==> src/rtl/cpu_serial_tx.sv <==
// cpu_serial_tx -- serialises an ALU result word and its flags onto a
// one-bit stream with a start marker and a completion pulse.
//
// Frame: START marker beat, 8 result bits (MSB first), 4 flag bits
// (N,V,Z,C), optional even-parity beat, then a one-cycle DONE.
//
// Optional feature: define CPU_SERIAL_TX_PARITY_EN to append a parity beat
// carrying the XOR of all 12 captured bits.
//
// Handshake: a beat (START, data or parity) is presented on the outputs and
// held unchanged until a rising edge with tx_ready=1 accepts it; the next
// beat appears right after that edge. DONE does not wait for tx_ready.
//
// Ports:
//   clk         in   single clock, rising edge
//   rst         in   synchronous active-high reset
//   load        in   capture y_in/flags_in and start a frame (IDLE only)
//   y_in[7:0]   in   result word
//   flags_in    in   {N,V,Z,C}
//   tx_ready    in   far end accepts the current beat
//   tx_start    out  frame marker beat
//   tx_bit      out  serial data
//   tx_valid    out  tx_bit holds a data/parity beat
//   busy        out  frame in progress (load ignored)
//   done        out  one-cycle pulse after the last beat
//   o_dbg_state out  current FSM state encoding
module cpu_serial_tx #(
    parameter int DATA_W = 8,
    parameter int FLAG_W = 4
) (
    input  logic              clk,
    input  logic              rst,
    input  logic              load,
    input  logic [DATA_W-1:0] y_in,
    input  logic [FLAG_W-1:0] flags_in,
    input  logic              tx_ready,
    output logic              tx_start,
    output logic              tx_bit,
    output logic              tx_valid,
    output logic              busy,
    output logic              done,
    output logic [2:0]        o_dbg_state
);

    typedef enum logic [2:0] {
        S_IDLE    = 3'd0,
        S_START   = 3'd1,
        S_SHIFT_Y = 3'd2,
        S_SHIFT_F = 3'd3,
`ifdef CPU_SERIAL_TX_PARITY_EN
        S_PARITY  = 3'd4,
`endif
        S_DONE    = 3'd5
    } state_t;

    state_t            r_state;
    logic [2:0]        r_cnt;
    logic [DATA_W-1:0] r_y;
    logic [FLAG_W-1:0] r_flags;

    logic [2:0]        w_cnt_nxt;

    // The next beat's bit is registered together with the counter advance,
    // so index the shadow with the incremented count.
    assign w_cnt_nxt   = r_cnt + 3'd1;
    assign o_dbg_state = r_state;

`ifdef CPU_SERIAL_TX_PARITY_EN
    logic w_parity;
    assign w_parity = (^r_y) ^ (^r_flags);
`endif

    always_ff @(posedge clk) begin
        if (rst) begin
            r_state  <= S_IDLE;
            r_cnt    <= 3'd0;
            r_y      <= '0;
            r_flags  <= '0;
            tx_start <= 1'b0;
            tx_bit   <= 1'b0;
            tx_valid <= 1'b0;
            busy     <= 1'b0;
            done     <= 1'b0;
        end else begin
            case (r_state)
                S_IDLE: begin
                    if (load) begin
                        r_y      <= y_in;
                        r_flags  <= flags_in;
                        r_cnt    <= 3'd0;
                        r_state  <= S_START;
                        tx_start <= 1'b1;
                        busy     <= 1'b1;
                    end
                end

                S_START: begin
                    if (tx_ready) begin
                        r_state  <= S_SHIFT_Y;
                        tx_start <= 1'b0;
                        tx_valid <= 1'b1;
                        tx_bit   <= r_y[7];
                    end
                end

                S_SHIFT_Y: begin
                    if (tx_ready) begin
                        if (r_cnt == 3'd7) begin
                            r_cnt   <= 3'd0;
                            r_state <= S_SHIFT_F;
                            tx_bit  <= r_flags[3];
                        end else begin
                            r_cnt  <= w_cnt_nxt;
                            tx_bit <= r_y[3'd7 - w_cnt_nxt];
                        end
                    end
                end

                S_SHIFT_F: begin
                    if (tx_ready) begin
                        if (r_cnt == 3'd3) begin
                            r_cnt <= 3'd0;
`ifdef CPU_SERIAL_TX_PARITY_EN
                            r_state <= S_PARITY;
                            tx_bit  <= w_parity;
`else
                            r_state  <= S_DONE;
                            tx_valid <= 1'b0;
                            tx_bit   <= 1'b0;
                            done     <= 1'b1;
`endif
                        end else begin
                            r_cnt  <= w_cnt_nxt;
                            tx_bit <= r_flags[2'd3 - w_cnt_nxt[1:0]];
                        end
                    end
                end

`ifdef CPU_SERIAL_TX_PARITY_EN
                S_PARITY: begin
                    if (tx_ready) begin
                        r_state  <= S_DONE;
                        tx_valid <= 1'b0;
                        tx_bit   <= 1'b0;
                        done     <= 1'b1;
                    end
                end
`endif

                // One cycle only, independent of tx_ready; a load seen here
                // is dropped because the FSM is not yet back in IDLE.
                S_DONE: begin
                    r_state <= S_IDLE;
                    done    <= 1'b0;
                    busy    <= 1'b0;
                end

                default: begin
                    r_state  <= S_IDLE;
                    r_cnt    <= 3'd0;
                    tx_start <= 1'b0;
                    tx_bit   <= 1'b0;
                    tx_valid <= 1'b0;
                    busy     <= 1'b0;
                    done     <= 1'b0;
                end
            endcase
        end
    end

endmodule
==> config.mk <==
export PLATFORM = sky130hd
export DESIGN_NAME = cpu_serial_tx
export DESIGN_NICKNAME = d
export VERILOG_FILES = /design/src/rtl/cpu_serial_tx.sv
export SDC_FILE = /design/constraint.sdc
export NUM_CORES = 1
export LEC_CHECK = 0
export CAP_MARGIN = 20
export CORE_MARGIN = 1
export CORE_UTILIZATION = 47
export CTS_BUF_LIST = sky130_fd_sc_hd__clkbuf_8
export CTS_CLUSTER_DIAMETER = 30
export DETAILED_ROUTE_END_ITERATION = 8
export PLACE_DENSITY = 0.77
export SLEW_MARGIN = 20
export SYNTH_ARGS = -nofsm -noshare
export SYNTH_HDL_FRONTEND = slang
export SYNTH_SLANG_ARGS = --single-unit
==> constraint.sdc <==
create_clock -name clk -period 1.8 [get_ports clk]
set_clock_uncertainty 0.05 [all_clocks]
set_input_delay 0.45 -clock clk [delete_from_list [all_inputs] [get_ports clk]]
set_output_delay 0.45 -clock clk [all_outputs]
set_load 0.1 [all_outputs]
After elaboration in Yosys (flattened, before gate mapping)
Cells that the tools add are included.
- bits in registers: 23
- add/sub/neg operators: 3
- $lt $le $gt $ge: 2
- equality and inequality tests: 12
- mux-type cells: 34
- bitwise logic cells: 6
- reduce and logical (&&, ||, !) cells: 15
- operators by type and width (operator ; count):
    two-way mux 3 bit ; 11
    case mux 3 bit (4 select lines) ; 2
    two-way mux 1 bit ; 14
    != test 2 bit (second input constant) ; 6
    AND reduction 4 bit ; 3
    OR reduction 3 bit ; 4
    == test 3 x 2 -> 1 bit (second input constant) ; 3
    == test 3 bit (second input constant) ; 2
    NOT 1 bit ; 6
    case mux 1 bit (3 select lines) ; 2
    AND reduction 3 bit ; 2
    AND reduction 6 bit ; 1
    < comparator 3 x 4 -> 1 bit (second input constant) ; 1
    case mux 1 bit (2 select lines) ; 2
    case mux 1 bit (4 select lines) ; 1
    AND reduction 2 bit ; 2
    OR reduction 2 bit ; 2
    adder 3 x 1 -> 3 bit (second input constant) ; 1
    binary-select mux 1 bit (select 3 bit) ; 1
    == test 3 x 1 -> 1 bit (second input constant) ; 1
    logical NOT 3 bit ; 1
    < comparator 2 x 3 -> 1 bit (second input constant) ; 1
    subtractor 3 bit (first input constant) ; 1
    binary-select mux 1 bit (select 2 bit) ; 1
    subtractor 2 bit (first input constant) ; 1

Depth between registers and ports, before layout
Gate-level depths: netlist of the first run.
- depth in word-level cells: 7
- depth in mapped cells: 7
- depth with buffers taken out: 7

Worst setup path before layout of the first run
Ideal clock, no wire load.
- path kind: reg-to-reg
- start point: reg r_state[2], in the netlist o_dbg_state[2]
- end point: reg r_cnt[1]
- library setup time: 0.128 ns
- arrival time: 2.070 ns
- data required time: 1.622 ns
- path slack: -0.448 ns
- cell stages (with the launch flop): 7
- buffers on the path: 2
- clock period less this slack: 2.248 ns
- path through: dfxtp_1 > clkbuf_8 > clkbuf_1 > nor2_1 > o31a_1 > a22oi_1 > nor2_1
- word-level cells in the longest chain between the ends: 4
- RTL lines (what ; RTL line ; source):
    from (decl) ; 56 ; state_t r_state;
    from (signal assigned) ; 75 ; r_state <= S_IDLE;
    from (signal assigned) ; 91 ; r_state <= S_START;
    from (signal assigned) ; 99 ; r_state <= S_SHIFT_Y;
    == test 3 x 1 -> 1 bit / == test 3 bit (equally long branches) ; 85 ; case (r_state)
    OR reduction 2 bit (no source line) ; n/a ;
    NOT 1 bit (no source line) ; n/a ;
    AND reduction 4 bit (no source line) ; n/a ;
    to (signal assigned) ; 113 ; r_cnt <= w_cnt_nxt;
    to (signal assigned) ; 133 ; r_cnt <= w_cnt_nxt;
    to (decl) ; 57 ; logic [2:0] r_cnt;
Parallel ways exist; a longest one is shown, timed or not.
A chain may end at the register's enable or synchronous reset.

Final worst setup path of the first run
- start point: reg r_cnt[0]
- end point: reg tx_bit
- word-level cells in the longest chain between the ends: 7
- RTL lines (what ; RTL line ; source):
    adder 3 x 1 -> 3 bit ; 65 ; assign w_cnt_nxt = r_cnt + 3'd1;
    subtractor 3 bit / subtractor 2 bit (equally long branches) ; 114, 134 ;
    binary-select mux 1 bit (select 3 bit) / binary-select mux 1 bit (select 2 bit) (equally long branches) ; 114, 134 ;
    two-way mux 1 bit (on tied branches) ; 114, 134 ;
    two-way mux 1 bit (on tied branches) ; 108, 121 ;
    two-way mux 1 bit (on tied branches) ; 107, 120 ;
    case mux 1 bit (4 select lines) (*) ; 85 ;
    to (signal assigned) ; 102 ; tx_bit <= r_y[7];
    to (signal assigned) ; 111 ; tx_bit <= r_flags[3];
    to (signal assigned) ; 114 ; tx_bit <= r_y[3'd7 - w_cnt_nxt];
    to (decl) ; 38 ; output logic tx_bit,
Mark *: on every way between the ends. The rest lies on a longest branch, timed or not. The select of a mux whose other input is x is not followed.

==> key figures, run 1 <==
GRT
  – Number of global-route vias before repair: 1070
  – Grt ovf: 0
  – Largest net degree at the start of global routing: 20
  – GRT Total Usage: between 20% and 30%
  – Initial antenna violation count: 0
  – First-pass GRT wire length: 4.905 mm
  – Grt peak-use layer: met2
  – Met3 usage: 3.509%
  – Global routing usage on met1: between 30% and 40%
  – Met2 Use GR: between 40% and 50%

Floorplan
  – DIE WIDTH: 51.81 um
  – Die height: between 50 and 60 um
  – CORE AREA: around 2300 sq um
  – Rows: 17
  – Num ports: 24
  – Die ar.: 2684 sq um
  – Initial Util: just over 50%

Place
  – I/O Buffers: 23
  – Setup WS pre-CTS: -0.1046 ns
  – Dpl cell area: about 1600 sq um
  – DP HPWL: 2.046 mm
  – Placed insts: 189
  – GP Congestion: approximately 0.8

Clock network
  – Root Driver: clkbuf_8
  – Max Buffers Root-to-Sink: 2
  – Skew-Pair Late Insertion Delay: ~0.27 ns
  – H-tree depth: 1
  – Setup Buffers After CTS: 0
  – CTS buffer count: 3
  – Clock transition at path regs: roughly 0.080 ns
  – Clock sinks: 23
  – CTS tree: yes

Timing
  – Setup TNS: -0.04639 ns
  – Slew HR: 64.64%
  – Worst Tran Pin Value: 0.5287 ns
  – Slew Limit Fails: 0
  – Final setup vio count: 1
  – Min Hold Slack: a little over 0.4 ns
  – Tcrit/Tclk final: 102.6%
  – FMAX: about 540 MHz
  – RSZ-0062 raised after global routing: yes
  – Hold Vio Cnt, Final: 0
  – Min setup slack post-route: -0.04639 ns
  – Fin crit period: around 1.8 ns

Critical path
  – Worst path slowest cell: mux4_2
  – Cell family with most CP delay: multiplexers
  – Worst path required time: about 1.9 ns
  – CP max stage delay: about 0.51 ns
  – Worst r2r src: r_cnt[0]
  – CP Capture Type: flip-flop
  – Crit path to: tx_bit
  – Setup crit start: r_cnt[0]
  – Largest fanout on the critical path: 3
  – Crit path DAT: 1.95 ns
  – R2r worst-path depth: 4
  – Startpoint Class: flip-flop
  – R2r endpoint: tx_bit
  – CP Class: reg2reg
  – Buf+Inv Stages, Crit Path: 0
  – Cell Chain, Critical Path: ha_4 -> mux4_2 -> nor4b_4 -> o41a_1
  – Levels on crit path: 4
  – R2r setup slk: -0.05 ns

Synthesis
  – Total nets after synthesis: 156
  – Synth async-reset ratio: 0%
  – Syn Area/Cell: around 8.5 sq um
  – FF+latch count, synth: 23
  – Top cells by area, synth: dfxtp_1, nand2_1, a21oi_1, mux4_1, ha_1
  – Mapped Cells: roughly 140
  – Post-synth top cells: nand2_1, dfxtp_1, a21oi_1
  – Sequential share of the synthesized area: about two fifths
  – Main synth FF type: dfxtp_1
  – Cell Area, Synth: between 1000 and 1500 sq um
  – Share of the synthesized area in the top cell type: 39.48%
  – Top-count cell post-synth: nand2_1
  – Number of flops mapped to enable cells by yosys: 0
  – Synth unique cells: 36
  – Synth area leader: dfxtp_1
  – Yosys warning count: 0

Run status
  – Run status: complete, but fails checks
  – Failing checks: setup timing

Cells and area
  – Final instance area: ~1600 sq um
  – Area grow syn2layout: 38.73%
  – Core Util, Final: a little under three quarters
  – Multi-input gate area: around 660 sq um
  – Filler Cell Count: between 150 and 200
  – Layout Cells excl Fill: 193
  – Diodes inserted: 0
  – Share of layout cells above drive strength 1: about a fifth
  – Nets: ~190
  – Register area: around 470 sq um

Run
  – Maxcap violations: 0

Detailed routing
  – Drt drc: 0
  – DR vias/cell: approximately 5.7
  – DR vias: ~1100
  – Routed WL per cell: roughly 15 um
  – Routed wire length: 2.925 mm
  – Initial DRC Count: 26
  – Pre-Repair DR Iteration Count: 4
  – Post-DRT Antenna Nets: 0

Pwr
  – Max IR drop VDD: approximately 0.63 mV
  – Power density cells: about 730 nW/um^2
  – Power Total: between 1 and 1.5 mW
  – Leak pwr: ~0.63 nW

Worst hold path
  – Hold Crit Class: reg2reg
[per-layer routing]
metal | wire, um | vias up
met5 | 0 | -
met4 | 67 | 0
met3 | 180 | 7
met2 | 1498 | 47
met1 | 1178 | 511
li1 | - | 542
[layout by cell type, fill, tap and decap left out, types with 4 or more instances in the layout]
master            n
a21oi_1          16
buf_12            8
nand2_1          29
dfxtp_1          18
clkdlybuf4s50_1  15
inv_1             6
buf_4             9
nor2_1            8
nor3_1            5
o21ai_0           4
[logic make-up after synthesis]
family | Yosys count | share of synthesized area (%)
buffers and inverters | 14 | 6.330
adder cells (fa/ha/maj) | 3 | 3.219
AND/OR/NAND/NOR | 55 | 21.57
multiplexers | 5 | 8.477
XOR/XNOR | 1 | 0.7512
flip-flops | 23 | 39.48
AO/OA/AOI/OAI | 36 | 20.17
[state kept, by name, indices dropped and copies added (netlist names)]
name and count:
tx_valid 1, busy 1, r_y 8, r_flags 4, tx_bit 1, tx_start 1, done 1, r_cnt 3
o_dbg_state 3
[final cells by class]
cell class,instances,area share [%]
Tap cell,28,2.166
Inverter,5,1.160
Clock inverter,1,0.2320
Sequential cell,23,29.16
Timing Repair Buffer,33,24.05
Clock buffer,3,2.552
Multi-Input combinational cell,100,40.68
[where the power goes]
group	switching (mW)	internal (mW)	leakage (nW)
logic	0.156	0.127	0.410
registers	0.0382	0.536	0.191
clock network	0.169	0.153	0.0269
total	0.363	0.816	0.628
[tightest hold or removal path, delay by kind of cell, from the launching register on]
family | cells | cell delay (ns)
flops | 1 | 0.32
compound gates | 1 | 0.05
simple gates | 1 | 0.05
[what timing repair did]
action / 4_1_cts / 5_1_grt
gates cloned: 0 / 0
pin swaps: 3 / 0
gates resized for setup: 5 / 0
hold buffers: 0 / 0
endpoints found under the setup margin: 1 / 1
[worst min path at each step]
stage | slack (ns) | startpoint | endpoint | cells after the start
6_report | 0.41 | r_flags[0] | r_flags[0] | 2
5_1_grt | 0.43 | r_flags[2] | r_flags[2] | 2
4_1_cts | 0.41 | r_flags[0] | r_flags[0] | 2
3_5_place_dp | 0.39 | r_flags[0] | r_flags[0] | 2
3_3_place_gp | 0.39 | r_y[6] | r_y[6] | 2
2_1_floorplan | 0.38 | r_y[3] | r_y[3] | 2
Power figures use the tool's default switching activity.
==> inputs of run 2 (changes only) <==
--- a/config.mk
+++ b/config.mk
@@ -7,11 +7,11 @@
 export LEC_CHECK = 0
 export CAP_MARGIN = 20
 export CORE_MARGIN = 1
-export CORE_UTILIZATION = 47
+export CORE_UTILIZATION = 56
 export CTS_BUF_LIST = sky130_fd_sc_hd__clkbuf_8
 export CTS_CLUSTER_DIAMETER = 30
 export DETAILED_ROUTE_END_ITERATION = 8
-export PLACE_DENSITY = 0.77
+export PLACE_DENSITY = 0.86
 export SLEW_MARGIN = 20
 export SYNTH_ARGS = -nofsm -noshare
 export SYNTH_HDL_FRONTEND = slang
==> constraint.sdc (replaced) <==
create_clock -name clk -period 2.3 [get_ports clk]
set_clock_uncertainty 0.05 [all_clocks]
set_input_delay 0.575 -clock clk [delete_from_list [all_inputs] [get_ports clk]]
set_output_delay 0.575 -clock clk [all_outputs]
set_load 0.1 [all_outputs]
==> run 2 against run 1 <==
The flow now finishes without violations. Cell area decreased by 9.7%. Clock power decreased by 25%. Hold slack got worse by 0.0042 ns. Routed wire length decreased by 15%. Sequential cell count unchanged. Die area decreased by 15%. Maximum frequency decreased by 13%. Setup slack improved by 0.22 ns. Sequential power decreased by 23%. Clock-buffer cell count unchanged. Largest power group unchanged.
==> key figures, run 2 (synthesized netlist as in run 1, its figures left out) <==
Pwr
  – Clock power share: 27.3% (about the same)
  – Combinational share of power: 22.2% (was 24.0%)
  – Power density cells: 604.9 nW/um^2 (was 728.9 nW/um^2)
  – Leak pwr: 0.5852 nW (was 0.6276 nW)
  – Sw Ratio: 29.85% (was 30.79%)
  – Sw Pwr: 0.2636 mW (was 0.3631 mW)
  – Power Total: 0.8833 mW (was 1.179 mW)
  – Max IR drop VDD: 0.3501 mV (was 0.6280 mV)
  – Internal power: 0.6196 mW (was 0.8162 mW)
  – Seq pwr share: 50.4% (was 48.7%)

Critical path
  – Worst r2r src: r_cnt[0] (unchanged)
  – Startpoint Class: flip-flop (unchanged)
  – Crit path to: tx_bit (unchanged)
  – Setup crit start: r_cnt[0] (unchanged)
  – R2r worst-path depth: 4 (unchanged)
  – CP Capture Type: flip-flop (unchanged)
  – R2r endpoint: tx_bit (unchanged)
  – Worst path required time: 2.40 ns (was 1.90 ns)
  – Crit path DAT: 2.23 ns (was 1.95 ns)
  – CP Class: reg2reg (unchanged)
  – Largest fanout on the critical path: 6 (was 3)
  – R2r setup slk: 0.17 ns (was -0.05 ns)

Floorplan
  – Die ar.: 2269 sq um (was 2684 sq um)
  – DIE WIDTH: 47.63 um (was 51.81 um)
  – Initial Util: 59.44% (was 51.24%)
  – Num ports: 24 (unchanged)
  – CORE AREA: 1962 sq um (was 2276 sq um)
  – Die height: 47.63 um (was 51.81 um)
  – Rows: 16 (was 17)

Worst hold path
  – Worst Hold Depth: 2 (unchanged)
  – Hold Crit Class: reg2reg (unchanged)

Clock network
  – Clock transition at path regs: 0.08 ns (about the same)
  – Skew-Pair Late Insertion Delay: 0.26 ns (was 0.27 ns)
  – Max Buffers Root-to-Sink: 2 (unchanged)
  – Clock sinks: 23 (unchanged)
  – Root Driver: clkbuf_8 (unchanged)
  – CTS tree: yes (unchanged)
  – Post-cts repair resize count: 0 (was 5)
  – CTS buffer count: 3 (unchanged)
  – Post-CTS Hold Buffers: 0 (unchanged)
  – H-tree depth: 1 (unchanged)
  – Setup Buffers After CTS: 0 (unchanged)

GRT
  – First-pass GRT wire length: 3.670 mm (was 4.905 mm)
  – GRT Total Usage: 23.79% (was 25.43%)
  – Initial antenna violation count: 0 (unchanged)
  – Largest net degree at the start of global routing: 24 (was 20)
  – Grt ovf: 0 (unchanged)
  – Number of global-route vias before repair: 904 (was 1070)

Detailed routing
  – Post-DRT Antenna Nets: 0 (unchanged)
  – DR vias/cell: 5.762 (was 5.736)
  – Routed wire length: 2.492 mm (was 2.925 mm)
  – Initial DRC Count: 22 (was 26)
  – Pre-Repair DR Iteration Count: 4 (unchanged)
  – Routed WL per cell: 13.47 um (was 15.16 um)
  – Drt drc: 0 (unchanged)
  – DR vias: 1066 (was 1107)

Cells and area
  – Max FFs per register: 8 (unchanged)
  – Diodes inserted: 0 (unchanged)
  – Share of layout cells above drive strength 1: 8.861% (was 18.79%)
  – Nets: 178 (was 185)
  – Biggest regs: r_y x8, r_flags x4 (unchanged)
  – Area grow syn2layout: 25.21% (was 38.73%)
  – Commonest non-fill, non-tap cell in the layout: nand2_1 (unchanged)
  – Core Util, Final: 74.43% (was 71.08%)
  – Most frequent cells in the layout: nand2_1, dfxtp_1, a21oi_1 (unchanged)
  – Largest register by flop count: r_y (unchanged)

Timing
  – Min Hold Slack: 0.4040 ns (was 0.4082 ns)
  – Slew HR: 55.79% (was 64.64%)
  – Final setup vio count: 0 (was 1)
  – Setup TNS: 0 ns (was -0.04639 ns)
  – RSZ-0062 raised after global routing: no (was yes)
  – Worst Tran Pin Value: 0.6622 ns (was 0.5287 ns)
  – Slew Limit Fails: 0 (unchanged)
  – Fin crit period: 2.127 ns (was 1.846 ns)
  – FMAX: 470.2 MHz (was 541.6 MHz)
  – Tcrit/Tclk final: 92.47% (was 102.6%)
  – Hold Vio Cnt, Final: 0 (unchanged)

Run
  – Maxcap violations: 0 (unchanged)

Place
  – I/O Buffers: 23 (unchanged)
  – GP Congestion: 0.8787 (was 0.8109)
  – DP HPWL: 1.841 mm (was 2.046 mm)

Run status
  – Run status: finished clean (was complete, but fails checks)
-- run 2: worst min-delay path by stage --
stage,startpoint,endpoint
CTS,r_y[2],r_y[2]
global route,r_y[6],r_y[6]
global placement,r_y[2],r_y[2]
finish,r_y[2],r_y[2]
floorplan,r_flags[0],r_flags[0]
detailed placement,r_y[2],r_y[2]
-- run 2: layout make-up --
type	count	area [sq um]
Clock inverter	1	3.754
Inverter	5	18.77
Fill cell	156	501.7
Timing Repair Buffer	26	270.3
Clock buffer	3	41.29
Multi-Input combinational cell	100	631.9
Tap cell	27	33.78
Sequential cell	23	460.4
-- run 2: critical path: stages, from the launching register on --
cell     delay [ns]
dfxtp_1        0.40
ha_1           0.42
mux4_1         0.57
nor4b_1        0.16
o41a_1         0.42
-- run 2: per-layer routing --
metal | GRT usage (%) | wire [um] | vias to the layer above
met2 | 42.47 | 1249 | 35
met1 | 25.93 | 1062 | 492
met3 | 4.528 | 97 | 10
met5 | 0 | 0 | -
met4 | 14.44 | 84 | 0
li1 | - | - | 529
-- run 2: per-stage QoR --
| step | cell area, sq um | setup slack (ns) | cells |
|---|---|---|---|
| 6_report | 1460 | 0.1732 | 185 |
| 5_1_grt | 1460 | 0.09335 | 185 |
| 4_1_cts | 1460 | 0.1692 | 185 |
| 3_5_place_dp | 1415 | 0.1707 | 181 |
| 3_3_place_gp | 1415 | 0.2254 | 181 |
| 2_1_floorplan | 1166 | 0.05244 | 137 |
-- run 2: power groups by stage --
stage | registers (mW) | logic (mW) | clock network, mW
2_1_floorplan | 0.500 | 0.0829 | 0
3_3_place_gp | 0.452 | 0.192 | 0
3_5_place_dp | 0.454 | 0.197 | 0
4_1_cts | 0.445 | 0.197 | 0.247
5_1_grt | 0.449 | 0.212 | 0.261
6_report | 0.445 | 0.196 | 0.241
==> inputs of run 3 (changes only) <==
--- a/config.mk
+++ b/config.mk
@@ -12,6 +12,7 @@
 export CTS_CLUSTER_DIAMETER = 30
 export DETAILED_ROUTE_END_ITERATION = 8
 export PLACE_DENSITY = 0.86
+export REMOVE_ABC_BUFFERS = 1
 export SLEW_MARGIN = 20
 export SYNTH_ARGS = -nofsm -noshare
 export SYNTH_HDL_FRONTEND = slang
==> run 3 against run 2 <==
Sequential share of layout area rose by 0.16 points. Die area unchanged. Cell count fell by 0.54%.
==> key figures, run 3 (synthesized netlist as in run 1, its figures left out) <==
Run status
  – Run status: finished clean (unchanged)

Detailed routing
  – Routed wire length: 2.670 mm (was 2.492 mm)
  – Initial DRC Count: 27 (was 22)
  – Drt drc: 0 (unchanged)
  – DR vias/cell: 5.924 (was 5.762)
  – Post-DRT Antenna Nets: 0 (unchanged)
  – DR vias: 1090 (was 1066)
  – Pre-Repair DR Iteration Count: 4 (unchanged)
  – Routed WL per cell: 14.51 um (was 13.47 um)

Critical path
  – Largest fanout on the critical path: 6 (unchanged)
  – Crit path DAT: 2.20 ns (was 2.23 ns)
  – CP Capture Type: flip-flop (unchanged)
  – R2r setup slk: 0.21 ns (was 0.17 ns)
  – R2r worst-path depth: 4 (unchanged)
  – CP Class: reg2reg (unchanged)
  – Worst r2r src: r_cnt[0] (unchanged)
  – Worst path required time: 2.41 ns (was 2.40 ns)
  – Startpoint Class: flip-flop (unchanged)
  – R2r endpoint: tx_bit (unchanged)

Worst hold path
  – Min-delay src: r_y[5] (was r_y[2])
  – Hold Path Sink: r_y[5] (was r_y[2])
  – Hold Crit Class: reg2reg (unchanged)
  – Worst Hold Depth: 2 (unchanged)

Cells and area
  – Nets: 177 (was 178)
  – Max FFs per register: 8 (unchanged)
  – Register area: 460.4 sq um (unchanged)
  – Area grow syn2layout: 24.57% (was 25.21%)
  – Largest register by flop count: r_y (unchanged)
  – Multi-input gate area: 631.9 sq um (unchanged)
  – Most frequent cells in the layout: nand2_1, dfxtp_1, a21oi_1 (unchanged)
  – Core Util, Final: 74.04% (was 74.43%)
  – Share of layout cells above drive strength 1: 8.280% (was 8.861%)
  – Final instance area: 1453 sq um (was 1460 sq um)
  – Biggest regs: r_y x8, r_flags x4 (unchanged)
  – Filler Cell Count: 164 (was 156)
  – Diodes inserted: 0 (unchanged)
  – Commonest non-fill, non-tap cell in the layout: nand2_1 (unchanged)

Clock network
  – Max Buffers Root-to-Sink: 2 (unchanged)
  – Post-cts repair resize count: 0 (unchanged)
  – Root Driver: clkbuf_8 (unchanged)
  – CTS tree: yes (unchanged)
  – H-tree depth: 1 (unchanged)
  – Post-CTS Hold Buffers: 0 (unchanged)
  – Clock sinks: 23 (unchanged)
  – Clock transition at path regs: 0.08 ns (about the same)
  – Skew-Pair Late Insertion Delay: 0.27 ns (was 0.26 ns)
  – Setup Buffers After CTS: 0 (unchanged)
  – CTS buffer count: 3 (unchanged)

Timing
  – RSZ-0062 raised after global routing: no (unchanged)
  – FMAX: 477.4 MHz (was 470.2 MHz)
  – Slew Limit Fails: 0 (unchanged)
  – Fin crit period: 2.095 ns (was 2.127 ns)
  – Slew HR: 55.06% (was 55.79%)
  – Worst Tran Pin Value: 0.6732 ns (was 0.6622 ns)
  – Min setup slack post-route: 0.2052 ns (was 0.1732 ns)
  – Hold Vio Cnt, Final: 0 (unchanged)
  – Setup TNS: 0 ns (unchanged)
  – Final setup vio count: 0 (unchanged)
  – Tcrit/Tclk final: 91.08% (was 92.47%)

GRT
  – GRT Total Usage: 26.29% (was 23.79%)
  – First-pass GRT wire length: 4.126 mm (was 3.670 mm)
  – Number of global-route vias before repair: 963 (was 904)
  – Initial antenna violation count: 0 (unchanged)
  – Largest net degree at the start of global routing: 20 (was 24)
  – Grt ovf: 0 (unchanged)

Pwr
  – Leak pwr: 0.5800 nW (was 0.5852 nW)
  – Power density cells: 616.6 nW/um^2 (was 604.9 nW/um^2)
  – Max IR drop VDD: 0.4945 mV (was 0.3501 mV)

Place
  – Setup WS pre-CTS: 0.1906 ns (was 0.1707 ns)
  – Dpl cell area: 1408 sq um (was 1415 sq um)
  – GP Congestion: 0.8241 (was 0.8787)
  – DP HPWL: 1.896 mm (was 1.841 mm)
  – I/O Buffers: 23 (unchanged)

Floorplan
  – CORE AREA: 1962 sq um (unchanged)
  – Rows: 16 (unchanged)
  – Initial Util: 59.44% (unchanged)
  – Num ports: 24 (unchanged)
  – Die ar.: 2269 sq um (unchanged)
  – DIE WIDTH: 47.63 um (unchanged)
  – Die height: 47.63 um (unchanged)

Run
  – Maxcap violations: 0 (unchanged)
-- run 3: worst max path at each step --
stage | slack, ns | depth (start not counted) | endpoint | startpoint
6_report | 0.21 | 4 | tx_bit | r_cnt[0]
5_1_grt | 0.14 | 4 | tx_bit | r_cnt[0]
4_1_cts | 0.20 | 4 | tx_bit | r_cnt[0]
3_5_place_dp | 0.19 | 5 | r_y[7] | load
3_3_place_gp | 0.23 | 4 | tx_bit | r_cnt[0]
2_1_floorplan | 0.10 | 3 | tx_bit | o_dbg_state[0]
-- run 3: metrics by stage --
stage               cells  hold WS (ns)  power (mW)
CTS                   184        0.4125      0.8974
global placement      180        0.3885      0.6421
finish                184        0.4165      0.8957
floorplan             128        0.3755      0.5718
detailed placement    180        0.3986      0.6510
global route          184        0.4317      0.9318
-- run 3: per-layer routing --
layer	share of wire (%)	vias to the layer above	global-route usage, %
met5	0	-	0
met4	2.3	0	10.56
met3	3.1	7	2.264
met2	52	31	47.12
met1	42	526	32.48
li1	-	526	-
-- run 3: critical path: stages, from the launching register on --
cell and delay (ns):
dfxtp_1 0.40, ha_1 0.39, mux4_1 0.56, nor4b_1 0.16, o41a_1 0.43
-- run 3: layout make-up --
| type | count | area share, % |
|---|---|---|
| multi-input combinational | 100 | 43.50 |
| sequential | 23 | 31.70 |
| timing repair buffer | 25 | 18.09 |
| clock buffer | 3 | 2.842 |
| tap | 27 | 2.326 |
| inverter | 5 | 1.292 |
| clock inverter | 1 | 0.2584 |
-- run 3: report_power, final --
group	switching, mW	internal, mW	leakage, nW	total, mW
registers	0.0275	0.421	0.188	0.449
clock network	0.134	0.120	0.0269	0.253
logic	0.116	0.0775	0.365	0.194
